### src/rtl/pmem_arbiter_if.sv
// pmem_arbiter_if: bundles the I-cache, D-cache and physical-memory line ports
// of the arbiter. The slave modport is the arbiter's view; the master modport is
// the view of the surrounding caches and memory that drive it.
interface pmem_arbiter_if #(
    parameter int unsigned ADDR_W = 16,
    parameter int unsigned LINE_W = 128
);
    // I-cache side
    logic              i_pmem_read;
    logic [ADDR_W-1:0] i_pmem_address;
    logic              i_pmem_resp;
    logic [LINE_W-1:0] i_pmem_rdata;
    // D-cache side
    logic              d_pmem_read;
    logic              d_pmem_write;
    logic [ADDR_W-1:0] d_pmem_address;
    logic [LINE_W-1:0] d_pmem_wdata;
    logic              d_pmem_resp;
    logic [LINE_W-1:0] d_pmem_rdata;
    // Physical memory side
    logic              pmem_read;
    logic              pmem_write;
    logic [ADDR_W-1:0] pmem_address;
    logic [LINE_W-1:0] pmem_wdata;
    logic              pmem_resp;
    logic [LINE_W-1:0] pmem_rdata;

    modport slave (
        input  i_pmem_read, i_pmem_address,
        output i_pmem_resp, i_pmem_rdata,
        input  d_pmem_read, d_pmem_write, d_pmem_address, d_pmem_wdata,
        output d_pmem_resp, d_pmem_rdata,
        output pmem_read, pmem_write, pmem_address, pmem_wdata,
        input  pmem_resp, pmem_rdata
    );

    modport master (
        output i_pmem_read, i_pmem_address,
        input  i_pmem_resp, i_pmem_rdata,
        output d_pmem_read, d_pmem_write, d_pmem_address, d_pmem_wdata,
        input  d_pmem_resp, d_pmem_rdata,
        input  pmem_read, pmem_write, pmem_address, pmem_wdata,
        output pmem_resp, pmem_rdata
    );
endinterface

### src/rtl/pmem_arbiter.sv
// pmem_arbiter: shares one physical-memory line port between the LC-3b I-cache
// and D-cache. One requester is granted at a time; its address, write data and
// direction are latched for the whole transaction and the response is routed
// back only to the granted side. Default arbitration is D-first with an
// I-starvation guard; defining PMEM_ARB_RR_EN switches ties to round-robin.
module pmem_arbiter #(
    parameter int unsigned ADDR_W       = 16,
    parameter int unsigned LINE_W       = 128,
    parameter int unsigned STARVE_LIMIT = 4
) (
    input logic           clk,
    input logic           rst_n,
    pmem_arbiter_if.slave bus
);

    localparam logic [1:0] IDLE   = 2'd0;
    localparam logic [1:0] I_BUSY = 2'd1;
    localparam logic [1:0] D_BUSY = 2'd2;
    localparam logic [1:0] GAP    = 2'd3;

    if (STARVE_LIMIT < 1 || STARVE_LIMIT > 15) begin : g_bad_starve_limit
        $error("pmem_arbiter: STARVE_LIMIT must be within 1..15");
    end

    logic [1:0]        state_q, state_d;
    logic              rd_q, rd_d;
    logic              wr_q, wr_d;
    logic [ADDR_W-1:0] addr_q, addr_d;
    logic [LINE_W-1:0] wdata_q, wdata_d;
    logic              d_req, i_req, d_wins;
    logic              grant_d, grant_i;

`ifdef PMEM_ARB_RR_EN
    // High when I was granted last, so D takes the next tie
    logic last_i_q, last_i_d;
`else
    localparam logic [3:0] STARVE_MAX = 4'(STARVE_LIMIT);
    logic [3:0] starve_q, starve_d;
`endif

    // Arbitration between pending requests while IDLE
    always_comb begin
        d_req = bus.d_pmem_read | bus.d_pmem_write;
        i_req = bus.i_pmem_read;
`ifdef PMEM_ARB_RR_EN
        d_wins = !i_req || last_i_q;
`else
        d_wins = !i_req || (starve_q < STARVE_MAX);
`endif
        grant_d = (state_q == IDLE) && d_req && d_wins;
        grant_i = (state_q == IDLE) && i_req && !grant_d;
    end

    // Next-state, latched transaction fields and registered strobes
    always_comb begin
        state_d = state_q;
        rd_d    = rd_q;
        wr_d    = wr_q;
        addr_d  = addr_q;
        wdata_d = wdata_q;
        case (state_q)
            IDLE: begin
                if (grant_d) begin
                    state_d = D_BUSY;
                    addr_d  = bus.d_pmem_address;
                    wdata_d = bus.d_pmem_wdata;
                    // Write wins when both read and write are raised
                    wr_d    = bus.d_pmem_write;
                    rd_d    = !bus.d_pmem_write;
                end else if (grant_i) begin
                    state_d = I_BUSY;
                    addr_d  = bus.i_pmem_address;
                    rd_d    = 1'b1;
                    wr_d    = 1'b0;
                end
            end
            I_BUSY, D_BUSY: begin
                if (bus.pmem_resp) begin
                    state_d = GAP;
                    rd_d    = 1'b0;
                    wr_d    = 1'b0;
                end
            end
            default: state_d = IDLE;
        endcase
    end

`ifdef PMEM_ARB_RR_EN
    // Remember which side won the most recent grant
    always_comb begin
        last_i_d = last_i_q;
        if (grant_i) begin
            last_i_d = 1'b1;
        end else if (grant_d) begin
            last_i_d = 1'b0;
        end
    end

    // Last-grant flop, reset to I so D wins the first tie
    always_ff @(posedge clk or negedge rst_n) begin
        if (!rst_n) begin
            last_i_q <= 1'b1;
        end else begin
            last_i_q <= last_i_d;
        end
    end
`else
    // Count D grants taken while I waits; cleared by any I grant or uncontended D grant
    always_comb begin
        starve_d = starve_q;
        if (grant_i) begin
            starve_d = 4'd0;
        end else if (grant_d) begin
            starve_d = i_req ? starve_q + 4'd1 : 4'd0;
        end
    end

    // Starvation counter register
    always_ff @(posedge clk or negedge rst_n) begin
        if (!rst_n) begin
            starve_q <= 4'd0;
        end else begin
            starve_q <= starve_d;
        end
    end
`endif

    // Main state and transaction registers; reset abandons any in-flight access
    always_ff @(posedge clk or negedge rst_n) begin
        if (!rst_n) begin
            state_q <= IDLE;
            rd_q    <= 1'b0;
            wr_q    <= 1'b0;
            addr_q  <= '0;
            wdata_q <= '0;
        end else begin
            state_q <= state_d;
            rd_q    <= rd_d;
            wr_q    <= wr_d;
            addr_q  <= addr_d;
            wdata_q <= wdata_d;
        end
    end

    // Memory outputs and response routing; resp is only forwarded while busy
    always_comb begin
        bus.pmem_read    = rd_q;
        bus.pmem_write   = wr_q;
        bus.pmem_address = addr_q;
        bus.pmem_wdata   = wdata_q;
        bus.i_pmem_resp  = (state_q == I_BUSY) && bus.pmem_resp;
        bus.d_pmem_resp  = (state_q == D_BUSY) && bus.pmem_resp;
        bus.i_pmem_rdata = bus.pmem_rdata;
        bus.d_pmem_rdata = bus.pmem_rdata;
    end

endmodule

### src/flat_wrapper.sv
// flat-port wrapper written by rule: the top's interface ports become plain ports
module pmem_arbiter_flat 
#(
    parameter int unsigned ADDR_W       = 16,
    parameter int unsigned LINE_W       = 128,
    parameter int unsigned STARVE_LIMIT = 4
)
  (clk, rst_n, bus_i_pmem_read, bus_i_pmem_address, bus_i_pmem_resp, bus_i_pmem_rdata, bus_d_pmem_read, bus_d_pmem_write, bus_d_pmem_address, bus_d_pmem_wdata, bus_d_pmem_resp, bus_d_pmem_rdata, bus_pmem_read, bus_pmem_write, bus_pmem_address, bus_pmem_wdata, bus_pmem_resp, bus_pmem_rdata);
  pmem_arbiter_if #(.ADDR_W(ADDR_W), .LINE_W(LINE_W)) bus_i ();
  input logic clk;
  input logic rst_n;
  input wire logic [$bits(bus_i.i_pmem_read)-1:0] bus_i_pmem_read;
  input wire logic [$bits(bus_i.i_pmem_address)-1:0] bus_i_pmem_address;
  output wire logic [$bits(bus_i.i_pmem_resp)-1:0] bus_i_pmem_resp;
  output wire logic [$bits(bus_i.i_pmem_rdata)-1:0] bus_i_pmem_rdata;
  input wire logic [$bits(bus_i.d_pmem_read)-1:0] bus_d_pmem_read;
  input wire logic [$bits(bus_i.d_pmem_write)-1:0] bus_d_pmem_write;
  input wire logic [$bits(bus_i.d_pmem_address)-1:0] bus_d_pmem_address;
  input wire logic [$bits(bus_i.d_pmem_wdata)-1:0] bus_d_pmem_wdata;
  output wire logic [$bits(bus_i.d_pmem_resp)-1:0] bus_d_pmem_resp;
  output wire logic [$bits(bus_i.d_pmem_rdata)-1:0] bus_d_pmem_rdata;
  output wire logic [$bits(bus_i.pmem_read)-1:0] bus_pmem_read;
  output wire logic [$bits(bus_i.pmem_write)-1:0] bus_pmem_write;
  output wire logic [$bits(bus_i.pmem_address)-1:0] bus_pmem_address;
  output wire logic [$bits(bus_i.pmem_wdata)-1:0] bus_pmem_wdata;
  input wire logic [$bits(bus_i.pmem_resp)-1:0] bus_pmem_resp;
  input wire logic [$bits(bus_i.pmem_rdata)-1:0] bus_pmem_rdata;
  assign bus_i.i_pmem_read = bus_i_pmem_read;
  assign bus_i.i_pmem_address = bus_i_pmem_address;
  assign bus_i_pmem_resp = bus_i.i_pmem_resp;
  assign bus_i_pmem_rdata = bus_i.i_pmem_rdata;
  assign bus_i.d_pmem_read = bus_d_pmem_read;
  assign bus_i.d_pmem_write = bus_d_pmem_write;
  assign bus_i.d_pmem_address = bus_d_pmem_address;
  assign bus_i.d_pmem_wdata = bus_d_pmem_wdata;
  assign bus_d_pmem_resp = bus_i.d_pmem_resp;
  assign bus_d_pmem_rdata = bus_i.d_pmem_rdata;
  assign bus_pmem_read = bus_i.pmem_read;
  assign bus_pmem_write = bus_i.pmem_write;
  assign bus_pmem_address = bus_i.pmem_address;
  assign bus_pmem_wdata = bus_i.pmem_wdata;
  assign bus_i.pmem_resp = bus_pmem_resp;
  assign bus_i.pmem_rdata = bus_pmem_rdata;
  pmem_arbiter #(.ADDR_W(ADDR_W), .LINE_W(LINE_W), .STARVE_LIMIT(STARVE_LIMIT)) u_core (.clk(clk), .rst_n(rst_n), .bus(bus_i));
endmodule
### config.mk
export PLATFORM = sky130hd
export DESIGN_NAME = pmem_arbiter_flat
export DESIGN_NICKNAME = d
export VERILOG_FILES = /design/src/rtl/pmem_arbiter_if.sv /design/src/rtl/pmem_arbiter.sv /design/src/flat_wrapper.sv
export SDC_FILE = /design/constraint.sdc
export NUM_CORES = 1
export LEC_CHECK = 0
export ABC_AREA = 1
export BUFFER_PORTS_ARGS = -buffer_cell sky130_fd_sc_hd__buf_2
export CAP_MARGIN = 10
export CORE_AREA = 2 2 273 275
export CTS_BUF_LIST = sky130_fd_sc_hd__clkbuf_2
export DETAILED_ROUTE_END_ITERATION = 12
export DIE_AREA = 0 0 275 277
export PLACE_DENSITY = 0.33
export SKIP_CTS_REPAIR_TIMING = 1
export SYNTH_ARGS = -nofsm -noshare
export SYNTH_HDL_FRONTEND = slang
export SYNTH_SLANG_ARGS = --single-unit
### constraint.sdc
create_clock -name clk -period 2.6 [get_ports clk]
set_clock_uncertainty 0.05 [all_clocks]
set_input_delay 0.39 -clock clk [delete_from_list [all_inputs] [get_ports clk]]
set_output_delay 0.39 -clock clk [all_outputs]
set_load 0.02 [all_outputs]
=== Yosys cells after proc, flatten, opt, wreduce, memory -nomap -nowiden ===
Index checks and enable logic that the tools add are counted.
Widths: inputs -> output; s select.

* Magnitude comparators: 1
* $add $sub $neg: 1
* Reductions and logical operators: 18
* Equal/unequal tests: 4
* Bitwise operators: 1
* Multiplexer cells: 16

{| class="wikitable"
|+ Operators by type and width
! cell !! number
|-
| $mux 16 || 2
|-
| $mux 4 || 3
|-
| $logic_and 1x1->1 || 6
|-
| $mux 2 || 3
|-
| $reduce_and 2->1 || 3
|-
| $mux 1 || 5
|-
| $add 4x1->4 const B || 1
|-
| $lt 4x3->1 const B || 1
|-
| $pmux 1 s2 || 2
|-
| $pmux 2 s2 || 1
|-
| $reduce_bool 2->1 || 2
|-
| $logic_not 1->1 || 3
|-
| $ne 3x1->1 const B || 1
|-
| $reduce_and 3->1 || 1
|-
| $eq 2x1->1 const B || 1
|-
| $eq 2x2->1 const B || 1
|-
| $logic_not 2->1 || 1
|-
| $ne 2x2->1 const B || 1
|-
| $reduce_or 2->1 || 1
|-
| $logic_or 1x1->1 || 1
|-
| $or 1x1->1 || 1
|}

* Flip-flop bits (word level): 152
* Bits of input ports: 294

=== Logic depth before layout (Yosys ltp) ===
* Depth in word-level cells: 8
* Gate-level depth with buffers: 12
* Depth with buffers taken out: 10

=== Worst setup path before layout ===
No wires, ideal clock.

* Path type: register to register
* Start point: reg u_core.state_q[0]
* End point: reg u_core.starve_q[2]
* Cell stages (with the launch flop): 13
* Required time: 2.484 ns
* Path buffers: 2
* Setup slack: 1.061 ns
* Period minus slack after synthesis: 1.539 ns
* Library setup time: 0.066 ns
* Arrival time: 1.423 ns
* Path through: dfrtp_1 > inv_1 > ha_1 > inv_1 > nor2_2 > nand2_4 > inv_2 > buf_6 > buf_6 > nand2_1 > inv_2 > nand2_1 > nand2_1

* Longest elaborated chain between the ends: 6
* Elaborated cells on any way between the ends: 8
* Classes of those cells: mux (1); reduce/logical (7)

{| class="wikitable"
|+ RTL lines
! item !! line !! RTL
|-
| start: declaration || pmem_arbiter.sv:25 || <nowiki>logic [1:0] state_q, state_d;</nowiki>
|-
| start signal: assignment || pmem_arbiter.sv:137 || <nowiki>state_q <= state_d;</nowiki>
|-
| $logic_not 2->1 (*) || pmem_arbiter.sv:50, pmem_arbiter.sv:51 ||
|-
| $logic_and 1x1->1 (2 in a row) || pmem_arbiter.sv:50 || <nowiki>grant_d = (state_q == IDLE) && d_req && d_wins;</nowiki>
|-
| $logic_not 1->1 || pmem_arbiter.sv:51 || <nowiki>grant_i = (state_q == IDLE) && i_req && !grant_d;</nowiki>
|-
| $logic_and 1x1->1 || pmem_arbiter.sv:51 ||
|-
| $mux 4 / $reduce_bool 2->1 (equally long branches) || n/a ||
|-
| end signal: assignment || pmem_arbiter.sv:123 || <nowiki>starve_q <= starve_d;</nowiki>
|-
| end: declaration || pmem_arbiter.sv:38 || <nowiki>logic [3:0] starve_q, starve_d;</nowiki>
|}

Mark *: on every way between the ends. The rest lies on a longest branch, timed or not.
A chain may end at the register's enable or synchronous reset.

=== Worst setup path after layout ===
* Start point: reg u_core.state_q[0]
* End point: out bus_d_pmem_resp

* Longest elaborated chain between the ends: 2

{| class="wikitable"
|+ RTL lines
! item !! line !! RTL
|-
| $eq 2x2->1 || pmem_arbiter.sv:152 || <nowiki>bus.d_pmem_resp = (state_q == D_BUSY) && bus.pmem_resp;</nowiki>
|-
| $logic_and 1x1->1 || pmem_arbiter.sv:152 ||
|-
| end: declaration || flat_wrapper.sv:20 || <nowiki>output wire logic [$bits(bus_i.d_pmem_resp)-1:0] bus_d_pmem_resp;</nowiki>
|}

Every way passes these cells.

==> impl_metrics.toml <==
[power]
p_sw_uw = 5502
pwr-share-comb_pct = 52.5
p_leak_uw = 0.006171
power.internal_uw = 5974
power_frac_seq_pct = 35.7
ir_drop_mv = 0.4613
switching_share_pct = 47.95
pwr-share-clk_pct = 11.9
powerDensity_nw_per_um2 = 945.3

[worst_setup_path]
worstRegToRegCells = 10
r2r-end = "u_core.bus.pmem_wdata[56]"
startpoint = "u_core.state_q[0]"
timing.rr.start = "u_core.state_q[1]"
rrSetupSlack_ps = 270
arrival_ps = 1970
critical_path.endpoint = "bus_d_pmem_resp"
path_cells = "inv_2, ha_2, nand2_1, inv_1, buf_4"
end_kind = "primary output"
crit_slowest_cell = "dfrtp_1"
path_class = "reg -> out"
max_stage_delay_ps = 480
required_ps = 2160
startpoint_type = "register"
critPathMaxFanout = 4

[place]
dp.cells = 1978
placed_area_um2 = 8871
numPortBuffers = 313
gp_congestion = 0.7166
place_hpwl_um = 18600

[detailed_routing]
drcViolationCount = 0
drt_iter0_markers = 215
avgRoutedWirePerCell_um = 12.09
antenna_left = 0
viasPerCell = 3.020
dr_total_vias = 7009
first_pass_iters = 5
postRouteWirelength_um = 28050

[logic_synthesis]
synth_seq_area_share_pct = 47.28
ys_top_cells_by_area = "dfrtp_1, buf_4, nand2_1"
syn_avg_cell_area_um2 = 8.243
synth-edff-count = 0
synth_cell_types = 21
synth.most_common_cell = "nand2_1"
mappedNetlistArea_um2 = 8045
synth_commonest_cells = "nand2_1, buf_4, dfrtp_1"
synthCells = 976
ys_ff_latch = 152
synth_top_cell_area_share_pct = 47.28
synth_top_area_cell = "dfrtp_1"
ys.warnings.count = 0
synthArstFlopShare_pct = 100.0
synth_ff_type = "dfrtp_1"
synth_nets = 1276

[grt]
grt_first_pass_wirelength_um = 37400
grt.overflow.total = 0
grt_max_degree = 81
grt_pass1_vias = 5996
grt_antenna_before_repair = 4
grtUsageTotal_pct = 6.743

[die]
start_util_pct = 10.94
fp-row-count = 100
die_area_um2 = 76180
fp.dieH_um = 277
die_w_um = 275
core_um2 = 73570
num_io_pins = 698

[min_path]
min-delay-start = "bus_d_pmem_wdata[4]"
hold_class = "in -> reg"

[timing]
relSlewSlack_pct = 36.00
slew_violations = 0
worstMarginPinSlew_ps = 960.1
hold_violations = 0
max_freq_mhz = 415.3
fin_hold_ws_ps = 123.3
period_share_pct = 92.61
min_period_ps = 2408
finalSetupViolCount = 0

[cells_and_area]
fin_area_um2 = 12140
nFillCells = 8324
final_nets = 1631
drive_gt1_share_pct = 27.46
syn2layout_area_growth_pct = 50.90
final_core_util_pct = 16.50
final_cells = 2321

[clock_tree]
cts-htree-levels = 4
path_clk_slew_ps = 220
cts_sinks = 152
clk_path_buf_depth = 2
worstSkewPairLatency_ps = 980
tritoncts = "done"
cts_root_buf = "clkbuf_2"
cts_buffers = 17

[run]
cap_violations = 0

[outcome]
status = "completed"
==> metal layers <==
layer	vias to the layer above	wire, µm	track usage [%]
met4	2	2331	6.223
met5	-	11	0
li1	3402	-	-
met3	150	3305	4.179
met2	336	12810	10.10
met1	3119	9588	6.300
==> final cells by class <==
type	instances	area, µm²	area share (%)
Clock buffer	18	90.09	0.7420
Antenna cell	8	20.02	0.1649
Inverter	26	100.1	0.8245
Timing Repair Buffer	627	4763	39.24
Tap cell	969	1212	9.987
Multi-Input combinational cell	507	2042	16.82
Clock inverter	14	108.9	0.8966
Sequential cell	152	3804	31.33
==> worst min-delay path by stage <==
stage,endpoint,slack (ps),cells past startpoint
4_1_cts,u_core.bus.pmem_wdata[1],-990,1
3_3_place_gp,u_core.bus.pmem_write,350,1
5_1_grt,u_core.bus.pmem_wdata[4],-70,4
6_report,u_core.bus.pmem_wdata[4],120,4
3_5_place_dp,u_core.bus.pmem_write,340,1
2_1_floorplan,u_core.bus.pmem_address[0],40,0
==> critical path: cells and delay by family (launching register included) <==
family	cells	cell delay [ps]
DFF	1	480
buffers and inverters	3	270
adders and majority gates	1	190
and+or+nand+nor	1	50
==> flip-flops by register name, summed over array words and instances (netlist names) <==
signal                   cells
u_core.state_q               2
u_core.starve_q              4
u_core.bus.pmem_write        1
u_core.bus.pmem_read         1
u_core.bus.pmem_wdata      128
u_core.bus.pmem_address     16
==> placed cells by master (no fill, tap or decap), types with 3 or more instances in the layout <==
master / netlist / final
nand2_1: 464 / 464
buf_2: 29 / 310
dlygate4sd3_1: 0 / 298
dfrtp_1: 152 / 152
inv_1: 24 / 22
clkbuf_2: 0 / 18
buf_4: 257 / 12
o21ai_0: 10 / 10
o21ai_1: 9 / 9
diode_2: 0 / 8
nand3_1: 6 / 6
clkinv_2: 0 / 5
buf_12: 0 / 5
ha_1: 6 / 4
inv_2: 2 / 3
nor2_1: 3 / 3
clkinv_1: 0 / 3
clkinv_4: 0 / 3
==> power by group through the flow <==
stage / combinational [µW] / sequential [µW] / clock [µW]
2_1_floorplan: 2750 / 5500 / 0
3_3_place_gp: 5650 / 4140 / 0
3_5_place_dp: 5690 / 4120 / 0
4_1_cts: 5690 / 4090 / 1540
5_1_grt: 6720 / 4250 / 1620
6_report: 6020 / 4090 / 1360
==> logic make-up after synthesis <==
| group | after synthesis | share of synthesized area [%] |
|---|---|---|
| AOI/OAI and AO/OA | 22 | 1.586 |
| adders and majority gates | 6 | 0.9331 |
| buffers and inverters | 317 | 27.51 |
| DFF | 152 | 47.28 |
| and+or+nand+nor | 479 | 22.69 |
==> per-stage QoR <==
stage / setup TNS (ps) / worst slack (ps) / total power (µW)
after detailed placement: 0 / 520.7 / 9814
after global routing: -174.3 / -90.82 / 12590
final: 0 / 192.2 / 11480
after global placement: 0 / 572.4 / 9790
after floorplan: 0 / 1061 / 8243
after CTS: -193.6 / -96.97 / 11320
(Power assumes the default switching activity.)
